===== src/rtl/ctrl_time_sched_pkg.sv =====
// Shared constants and types for the time-breakpoint scheduler.
package ctrl_time_sched_pkg;

    // Default number of programmable breakpoint entries (1..DEPTH).
    localparam int DEPTH_DEF       = 15;
    // Width of a breakpoint value (IEEE extended-single payload).
    localparam int EXTENDED_SINGLE = 44;
    // Width of entry indices and entry counts.
    localparam int AW              = 4;

    typedef enum logic [1:0] {
        ST_IDLE  = 2'd0,
        ST_CHECK = 2'd1,
        ST_RUN   = 2'd2,
        ST_DONE  = 2'd3
    } state_e;

endpackage


===== src/rtl/ctrl_time_sched_tbl.sv =====
// Breakpoint table: DEPTH resettable entries, one write port, two
// combinational read ports (table validation and run-time lookahead).
// Index 0 and indices above DEPTH always read as time 0, value 0.
module ctrl_time_tbl
    import ctrl_time_sched_pkg::*;
#(
    parameter int DEPTH = DEPTH_DEF,
    parameter int TW    = 12
) (
    input  logic                       clk,
    input  logic                       srst,
    input  logic                       we,
    input  logic [AW-1:0]              waddr,
    input  logic [TW-1:0]              wtime,
    input  logic [EXTENDED_SINGLE-1:0] wvalue,
    input  logic [AW-1:0]              chk_addr,
    output logic [TW-1:0]              chk_time,
    input  logic [AW-1:0]              run_addr,
    output logic [TW-1:0]              run_time,
    output logic [EXTENDED_SINGLE-1:0] run_value
);

    logic [DEPTH:0][TW-1:0]              time_all;
    logic [DEPTH:0][EXTENDED_SINGLE-1:0] value_all;

    assign time_all[0]  = '0;
    assign value_all[0] = '0;

    for (genvar gi = 1; gi <= DEPTH; gi++) begin : g_entry
        logic [TW-1:0]              time_q, time_d;
        logic [EXTENDED_SINGLE-1:0] value_q, value_d;

        // Capture a write addressed to this entry.
        always_comb begin
            time_d  = time_q;
            value_d = value_q;
            if (we && (waddr == AW'(gi))) begin
                time_d  = wtime;
                value_d = wvalue;
            end
        end

        // Entry storage, cleared by reset.
        always_ff @(posedge clk) begin
            if (srst) begin
                time_q  <= '0;
                value_q <= '0;
            end else begin
                time_q  <= time_d;
                value_q <= value_d;
            end
        end

        assign time_all[gi]  = time_q;
        assign value_all[gi] = value_q;
    end

    // Read muxes; unmatched addresses fall back to the fixed zero entry.
    always_comb begin
        chk_time  = '0;
        run_time  = '0;
        run_value = '0;
        for (int i = 1; i <= DEPTH; i++) begin
            if (chk_addr == AW'(i)) begin
                chk_time = time_all[i];
            end
            if (run_addr == AW'(i)) begin
                run_time  = time_all[i];
                run_value = value_all[i];
            end
        end
    end

endmodule


===== src/rtl/ctrl_time_sched.sv =====
// Time-breakpoint scheduler: validates a programmed table, then steps a
// tick counter through it, presenting the value of the latest breakpoint.
module ctrl_time_sched
    import ctrl_time_sched_pkg::*;
#(
    parameter int DEPTH = DEPTH_DEF,
    parameter int TW    = 12
) (
    input  logic                       clk,
    input  logic                       sta,
    input  logic                       cfg_we,
    input  logic [AW-1:0]              cfg_addr,
    input  logic [TW-1:0]              cfg_time,
    input  logic [EXTENDED_SINGLE-1:0] cfg_value,
    input  logic [AW-1:0]              cfg_num,
    input  logic [TW-1:0]              cfg_period,
    input  logic                       run,
    input  logic                       abort,
    input  logic                       tick,
    output logic [TW-1:0]              counter,
    output logic [AW-1:0]              idx,
    output logic [EXTENDED_SINGLE-1:0] y,
    output logic                       busy,
    output logic                       done,
    output logic                       cfg_err
);

    localparam logic [AW-1:0] DEPTH_W = AW'(DEPTH);

    state_e                     state_q, state_d;
    logic [AW-1:0]              num_q, num_d;
    logic [TW-1:0]              period_q, period_d;
    logic [AW-1:0]              chk_k_q, chk_k_d;
    logic [TW-1:0]              prev_q, prev_d;
    logic                       err_acc_q, err_acc_d;
    logic [TW-1:0]              counter_q, counter_d;
    logic [AW-1:0]              idx_q, idx_d;
    logic [EXTENDED_SINGLE-1:0] y_q, y_d;
    logic                       cfg_err_q, cfg_err_d;
    logic                       busy_q, busy_d;
    logic                       done_q, done_d;

    logic                       tbl_we;
    logic [TW-1:0]              chk_time;
    logic [TW-1:0]              run_time;
    logic [EXTENDED_SINGLE-1:0] run_value;
    logic                       idle_like;
    logic                       chk_last;
    logic                       chk_fail;
    logic                       at_end;
    logic                       advance;
    logic [TW-1:0]              period_m1;

    assign idle_like = (state_q == ST_IDLE) || (state_q == ST_DONE);
    assign tbl_we    = cfg_we && idle_like;
    assign period_m1 = period_q - TW'(1);

    ctrl_time_tbl #(
        .DEPTH (DEPTH),
        .TW    (TW)
    ) u_tbl (
        .clk       (clk),
        .srst      (sta),
        .we        (tbl_we),
        .waddr     (cfg_addr),
        .wtime     (cfg_time),
        .wvalue    (cfg_value),
        .chk_addr  (chk_k_q),
        .chk_time  (chk_time),
        .run_addr  (AW'(idx_q + AW'(1))),
        .run_time  (run_time),
        .run_value (run_value)
    );

    // With num = 0 the single check cycle only validates the period.
    assign chk_last = (chk_k_q >= num_q);
    assign chk_fail = (period_q == '0) ||
                      ((num_q != '0) && ((chk_time <= prev_q) || (chk_time > period_m1)));
    assign at_end   = (counter_q == period_m1);
    assign advance  = (idx_q < num_q) && (TW'(counter_q + TW'(1)) == run_time);

    // State register.
    always_ff @(posedge clk) begin
        if (sta) begin
            state_q <= ST_IDLE;
        end else begin
            state_q <= state_d;
        end
    end

    // Next-state decision; abort outranks run and tick.
    always_comb begin
        state_d = state_q;
        case (state_q)
            ST_IDLE, ST_DONE: if (run) state_d = ST_CHECK;
            ST_CHECK: begin
                if (abort) begin
                    state_d = ST_IDLE;
                end else if (chk_last) begin
                    state_d = (err_acc_q || chk_fail) ? ST_IDLE : ST_RUN;
                end
            end
            ST_RUN: begin
                if (abort) begin
                    state_d = ST_IDLE;
                end else if (tick && at_end) begin
                    state_d = ST_DONE;
                end
            end
            default: state_d = ST_IDLE;
        endcase
    end

    // Status flags registered from the upcoming state.
    always_comb begin
        busy_d = (state_d == ST_CHECK) || (state_d == ST_RUN);
        done_d = (state_d == ST_DONE);
    end

    // Datapath: run setup, table validation scan and run-time stepping.
    always_comb begin
        num_d     = num_q;
        period_d  = period_q;
        chk_k_d   = chk_k_q;
        prev_d    = prev_q;
        err_acc_d = err_acc_q;
        counter_d = counter_q;
        idx_d     = idx_q;
        y_d       = y_q;
        cfg_err_d = cfg_err_q;
        case (state_q)
            ST_IDLE, ST_DONE: begin
                if (run) begin
                    num_d     = (cfg_num > DEPTH_W) ? DEPTH_W : cfg_num;
                    period_d  = cfg_period;
                    cfg_err_d = 1'b0;
                    chk_k_d   = AW'(1);
                    prev_d    = '0;
                    err_acc_d = 1'b0;
                    counter_d = '0;
                    idx_d     = '0;
                    y_d       = '0;
                end
            end
            ST_CHECK: begin
                if (abort) begin
                    counter_d = '0;
                    idx_d     = '0;
                    y_d       = '0;
                end else begin
                    chk_k_d   = AW'(chk_k_q + AW'(1));
                    prev_d    = chk_time;
                    err_acc_d = err_acc_q || chk_fail;
                    if (chk_last && (err_acc_q || chk_fail)) begin
                        cfg_err_d = 1'b1;
                    end
                end
            end
            ST_RUN: begin
                if (abort) begin
                    counter_d = '0;
                    idx_d     = '0;
                    y_d       = '0;
                end else if (tick) begin
                    if (!at_end) begin
                        counter_d = TW'(counter_q + TW'(1));
                    end
                    if (advance) begin
                        idx_d = AW'(idx_q + AW'(1));
                        y_d   = run_value;
                    end
                end
            end
            default: ;
        endcase
    end

    // Datapath and status registers.
    always_ff @(posedge clk) begin
        if (sta) begin
            num_q     <= '0;
            period_q  <= '0;
            chk_k_q   <= '0;
            prev_q    <= '0;
            err_acc_q <= 1'b0;
            counter_q <= '0;
            idx_q     <= '0;
            y_q       <= '0;
            cfg_err_q <= 1'b0;
            busy_q    <= 1'b0;
            done_q    <= 1'b0;
        end else begin
            num_q     <= num_d;
            period_q  <= period_d;
            chk_k_q   <= chk_k_d;
            prev_q    <= prev_d;
            err_acc_q <= err_acc_d;
            counter_q <= counter_d;
            idx_q     <= idx_d;
            y_q       <= y_d;
            cfg_err_q <= cfg_err_d;
            busy_q    <= busy_d;
            done_q    <= done_d;
        end
    end

    assign counter = counter_q;
    assign idx     = idx_q;
    assign y       = y_q;
    assign busy    = busy_q;
    assign done    = done_q;
    assign cfg_err = cfg_err_q;

endmodule


===== config.mk =====
export PLATFORM = sky130hd
export DESIGN_NAME = ctrl_time_sched
export DESIGN_NICKNAME = d
export VERILOG_FILES = /design/src/rtl/ctrl_time_sched_pkg.sv /design/src/rtl/ctrl_time_sched_tbl.sv /design/src/rtl/ctrl_time_sched.sv
export SDC_FILE = /design/constraint.sdc
export NUM_CORES = 2
export LEC_CHECK = 0
export ABC_AREA = 1
export BUFFER_PORTS_ARGS = -buffer_cell sky130_fd_sc_hd__buf_2
export CELL_PAD_IN_SITES_DETAIL_PLACEMENT = 0
export CELL_PAD_IN_SITES_GLOBAL_PLACEMENT = 1
export CORE_ASPECT_RATIO = 1.2
export CORE_MARGIN = 10
export CORE_UTILIZATION = 48
export DETAILED_ROUTE_END_ITERATION = 6
export PLACE_DENSITY_LB_ADDON = 0.1
export SYNTH_ARGS = -nofsm -noshare
export SYNTH_HDL_FRONTEND = slang
export SYNTH_HIERARCHICAL = 1
export SYNTH_SLANG_ARGS = --single-unit

===== constraint.sdc =====
create_clock -name clk -period 9.1 [get_ports clk]
set_input_delay 1.365 -clock clk [delete_from_list [all_inputs] [get_ports clk]]
set_output_delay 1.365 -clock clk [all_outputs]
set_load 0.02 [all_outputs]

# Yosys cells after proc, flatten, opt, wreduce, memory -nomap -nowiden
# Index checks and enable logic that the tools add are counted.
# totals
reg_bits	938
latch_bits	0
ramBits	0
romBits	0
inputBits	82
output_inout_bits	63
wordCells	228
memories	0
# classes
addsub	4
multipliers	0
div_mod_pow	0
n_lt_le_gt_ge	5
n_eq_ne	60
n_shift	0
n_mux	82
bitwise_logic	0
reduce_logical	35
# ops
operator	n
$mux W44	20
$mux W12	36
$pmux W44 S3	1
$eq A4 B4 Y1 const B	24
$eq A4 B3 Y1 const B	12
$pmux W12 S3	1
$mux W4	8
$eq A12 B12 Y1	2
$eq A4 B2 Y1 const B	6
$pmux W12 S2	1
$logic_and A1 B1 Y1	20
$add A12 B1 Y12 const B	1
$eq A4 B1 Y1 const B	3
$gt A12 B12 Y1	1
$le A12 B12 Y1	1
$logic_not A12 Y1	1
$mux W2	6
$pmux W4 S3	1
$reduce_and A4 Y1	3
$sub A12 B1 Y12 const B	1
$ne A3 B3 Y1 const B	3
$add A4 B1 Y4 const B	2
$eq A2 B2 Y1 const B	4
$ne A2 B2 Y1 const B	4
15 further kinds	24

# Depth between registers and ports, before layout
# depth
word_depth	27
ltp_mapped	32
mapped_depth_nobuf	31

# Cells and area by module
# The synthesis kept the hierarchy.
# by_module_without_submodules
mod	instances	cells_each	area_per_inst_um2	seq_area_each_um2
ctrl_time_tbl	1	5589	37295.8	16816.1
ctrl_time_sched	1	902	5844.4	1961.9

# Worst setup path after synthesis
# Ideal clock, no wire load.
# synth_timing
path_type	reg2reg
start	register idx_q[1] (netlist: idx[1])
end	register y_q[0] (netlist: y[0])
setup_time_ns	0.114
arrival_time_ns	3.235
t_required_ns	8.986
path_slack_ns	5.752
path_stages_with_launch	25
path_buffers	3
period_less_slack_ns	3.348
path_cell_list	dfxtp_1 ha_1 xor2_1 nor2_1 buf_2 buf_1 nand3_1 nand3_1 nor2_1 nand4_1 nand2_1 nand4_1 nor2_1 nand4_1 a21oi_1 o2111ai_1 nor2_1 nand3_1 nor2_1 nand3_2 nand2_4 nand2_4 buf_2 a21oi_1 nor2_1
# synth_via
elab_chain_cells	21
elab_cells_between_ends	55
cone_classes	1 x add/sub; 1 x order compare; 17 x eq/ne; 34 x mux; 2 x reduce/logical
# synth_lines
item	line	text
start: declaration	ctrl_time_sched.sv:37	logic [AW-1:0] idx_q, idx_d;
start signal: assignment	ctrl_time_sched.sv:199	idx_q <= idx_d;
$add A4 B1 Y4 *	ctrl_time_sched.sv:70	.run_addr (AW'(idx_q + AW'(1))),
$eq A4 B1 Y1	ctrl_time_sched_tbl.sv:67	if (run_addr == AW'(i)) begin
$mux W12 (14 in series)	ctrl_time_sched_tbl.sv:67	
$mux W12 *	ctrl_time_sched_tbl.sv:67	
named net run_time[1]	ctrl_time_sched.sv:45	logic [TW-1:0] run_time;
$eq A12 B12 Y1 *	ctrl_time_sched.sv:80	assign advance = (idx_q < num_q) && (TW'(counter_q + TW'(1)) == run_time);
$logic_and A1 B1 Y1 *	ctrl_time_sched.sv:80	
$ne A3 B3 Y1 (no line) *	n/a	
$reduce_and A4 Y1 (no line) *	n/a	
end signal: assignment	ctrl_time_sched.sv:200	y_q <= y_d;
end: declaration	ctrl_time_sched.sv:38	logic [EXTENDED_SINGLE-1:0] y_q, y_d;
# Mark *: on every way through the listed nets, which the timed path passes. The rest lies on a longest branch. The select of a mux whose other input is x is not followed.
# A chain may end at the register's enable or synchronous reset.

# Worst setup path after layout
# layout_timing
start	register idx_q[1] (netlist: idx[1])
end	register idx_q[2] (netlist: idx[2])
# layout_via
elab_chain_cells	21
elab_cells_between_ends	40
cone_classes	1 x add/sub; 1 x order compare; 17 x eq/ne; 19 x mux; 2 x reduce/logical
# layout_lines
item	line
$add A4 B1 Y4 *	ctrl_time_sched.sv:70
$eq A4 B1 Y1	ctrl_time_sched_tbl.sv:67
$mux W12 (14 in series)	ctrl_time_sched_tbl.sv:67
$mux W12 *	ctrl_time_sched_tbl.sv:67
named net run_time[0]	ctrl_time_sched.sv:45
$eq A12 B12 Y1 *	ctrl_time_sched.sv:80
$logic_and A1 B1 Y1 *	ctrl_time_sched.sv:80
$ne A3 B3 Y1 (no line) *	n/a
$reduce_and A4 Y1 (no line) *	n/a
# Marked as above.

==> results_dict.tcl <==
set metrics [dict create \
    drive_gt1_share_pct 7.298 \
    ant_nets 0 \
    postLayoutCellArea_mm2 0.04740 \
    run_status "completed" \
    hold_class "flop to flop" \
    area_growth_syn_to_layout_pct 9.864 \
    first_global_vias 38506 \
    grt_pass1_wl_mm 232.5 \
    cp_common_cell "sky130_fd_sc_hd__nor2_1" \
    crit_type "flop to flop" \
    vdd.ir_drop.worst_v 0.0001602 \
    hold_viol 0 \
    wl_per_cell_um 19.97 \
    netlist-cell-type-count 43 \
    power_density_relative_to_cell_area_mw_per_mm2 201.2 \
    register_area_mm2 0.01878 \
    floorplan.die.height_um 348.4 \
    cts_root_buffer "sky130_fd_sc_hd__clkbuf_16" \
    ctsLongestPathBuffers 3 \
    final_util_pct 53.14 \
    cts-buffers-inserted 99 \
    synth_largest_area_cell "sky130_fd_sc_hd__dfxtp_1" \
    startpoint_type "flop" \
    total_clock_sinks 938 \
    finalWirelength_mm 150.6 \
    drt_first_iter_violations 3678 \
    synth.yosys.warnings 6 \
    hold_wc_startpoint "u_tbl/g_entry[13].value_q[24]" \
    clkTransAtPathRegs_ps 60 \
    place_congestion 0.9046 \
    starting_density_of_the_core_pct 48.37 \
    cp_slowest_stage_delay_ps 980 \
    fin_worst_skew_ps 19.30 \
    synth_area_per_inst_um2 6.646 \
    detail_route.vias_per_cell 5.487 \
    dr_total_vias 41391 \
    clk_latency_ps 690 \
    total_power_mw 9.537 \
    fillers 8994 \
    insertedDiodeCount 0 \
    synth_top_cells_by_area "sky130_fd_sc_hd__dfxtp_1, sky130_fd_sc_hd__nand2_1, sky130_fd_sc_hd__a21oi_1" \
    synth.top_cell.area_share_pct 43.53 \
    synth.most_common_cell "sky130_fd_sc_hd__nand2_1" \
    postSynthCellCount 6491 \
    pin_count_of_the_biggest_net_entering_global_routing 199 \
    synth_async_sr_flop_share_pct 0 \
    min_period_ps 6077 \
    synth_sequential_area_ratio_pct 43.53 \
    max_slew.worst_pin.slew_ps 1264 \
    remaining_max_slew_budget_at_the_tightest_pin_pct 15.45 \
    synth_common_cells "sky130_fd_sc_hd__nand2_1, sky130_fd_sc_hd__dfxtp_1, sky130_fd_sc_hd__a21oi_1" \
    period_share_pct 66.78 \
    predominant_post_synthesis_flop_cell "sky130_fd_sc_hd__dfxtp_1" \
    ys_seq_elements 938 \
    post_cts_repair_setup_buffers 0 \
    drcViolationCount 0 \
    syn_area_mm2 0.04314 \
    cts-resized-gates 0 \
    holdPathStages 2 \
    cts_tree "done" \
    synth_enable_flop_cells 0 \
    critical_path_peak_fanout 51 \
    multiInputGateArea_mm2 0.02125 \
    dieArea_mm2 0.1023 \
    grt-ovfl-total 0 \
    drt_pass1_iterations 6 \
    critPathTopFamily "simple AND/OR/NAND/NOR gates" \
    ctsHoldBuffers 0 \
    final.setup.tns_ps 0 \
    slowest_stage "sky130_fd_sc_hd__nor2_1" \
    grtUsageTotal_pct 28.58 \
    r2r-start "idx[1]" \
    report.final.slew_viol_count 0 \
    r2r_slack_ps 3020 \
    core_area_mm2 0.08919 \
    post_syn_nets 6611 \
    design.final.nets 6424 \
    pin_count 145 \
    hold_end "u_tbl/g_entry[13].value_q[24]" \
    die_w_um 293.7 \
    arrival_ps 6700 \
    portBuffers 144 \
    rows 120 \
    cellLeakagePower_nw 17.03 \
    maxCapViolations 0 \
    htreeDepth 3 \
    achievable-frequency_mhz 164.6 \
    place.detailed.hpwl_mm 93.76 \
    area_after_dpl_mm2 0.04399 \
    setup-violations-final 0 \
    grt_antenna_before_repair 1 \
    critical_path.endpoint_type "flop" \
    worst_ep_required_time_ps 9720 \
    rsz0062_at_grt "false" \
    reg2reg_to "idx[2]" \
    critical_path_buf_inv_count 5 \
    ff2ff_path_depth 26 \
]
[worst max path at each step]
stage,startpoint,end,slack [ps],cells past startpoint
2_1_floorplan,idx[1],y[0],5750,24
3_3_place_gp,idx[0],idx[1],3300,26
3_5_place_dp,idx[1],idx[1],3020,26
4_1_cts,idx[1],idx[1],3090,26
5_1_grt,idx[1],idx[2],2530,26
6_report,idx[1],idx[2],3020,26
[sequential cells by signal (all words and copies together) (netlist names)]
register,cells
y,44
period_q,12
u_tbl/g_entry.value_q,660
u_tbl/g_entry.time_q,180
num_q,4
prev_q,12
cfg_err,1
busy,1
state_q,2
done,1
counter,12
idx,4
chk_k_q,4
err_acc_q,1
[power breakdown]
group / switching, mW / internal [mW]
registers: 0.0598 / 4.19
clock network: 1.76 / 2.48
logic: 0.800 / 0.237
[layer usage]
layer / global-route usage [%] / vias up / wire length [µm]
met3: 3.055 / 315 / 7306
met2: 50.57 / 1319 / 76090
li1: - / 20508 / -
met1: 34.20 / 19249 / 59890
met4: 13.71 / 0 / 7332
met5: 0 / - / 0
[cell families after synthesis]
logic type	Yosys count	synth area share, %
flip-flops	938	43.53
XOR/XNOR	15	0.3045
AO/OA/AOI/OAI	1010	12.70
adder cells (fa/ha/maj)	38	1.102
AND/OR/NAND/NOR	3648	34.72
buffers and inverters	842	7.645
[through the flow]
stage | hold WS (ps) | worst slack [ps] | std cells
after floorplan | 436.2 | 5752 | 6491
after global placement | 443.9 | 3295 | 7362
after detailed placement | 450.0 | 3022 | 7362
after CTS | 457.9 | 3090 | 7544
after global routing | 471.5 | 2532 | 7544
final | 458.6 | 3023 | 7544
[final cells by class]
class	instances	share of cell area, %
Clock buffer	149	6.172
Clock inverter	33	1.006
Inverter	352	2.798
Multi-Input combinational cell	4711	44.83
Sequential cell	938	39.62
Tap cell	1159	3.060
Timing Repair Buffer	202	2.513
[cell usage in the layout, fill, tap and decap left out, drive strengths merged, types with 2 or more instances in the layout]
cell	n
nand3b	2
nor2	526
ha	38
buf	202
inv	353
a22oi	13
a211oi	128
or2	62
xnor2	8
clkinvlp	2
nand2	2488
dfxtp	938
nand4	261
clkbuf	149
nand3	299
o211ai	19
clkinv	21
bufinv	9
nor3	8
o21a	2
xor2	7
o21ai	43
a21oi	800
[tightest hold or removal path: cells and delay by family (launching register included)]
kind,cells,cell delay [ps]
AO/OA/AOI/OAI,1,50
flip-flops,1,300
AND/OR/NAND/NOR,1,60
Note: power is estimated with default switching activity, not from simulation.
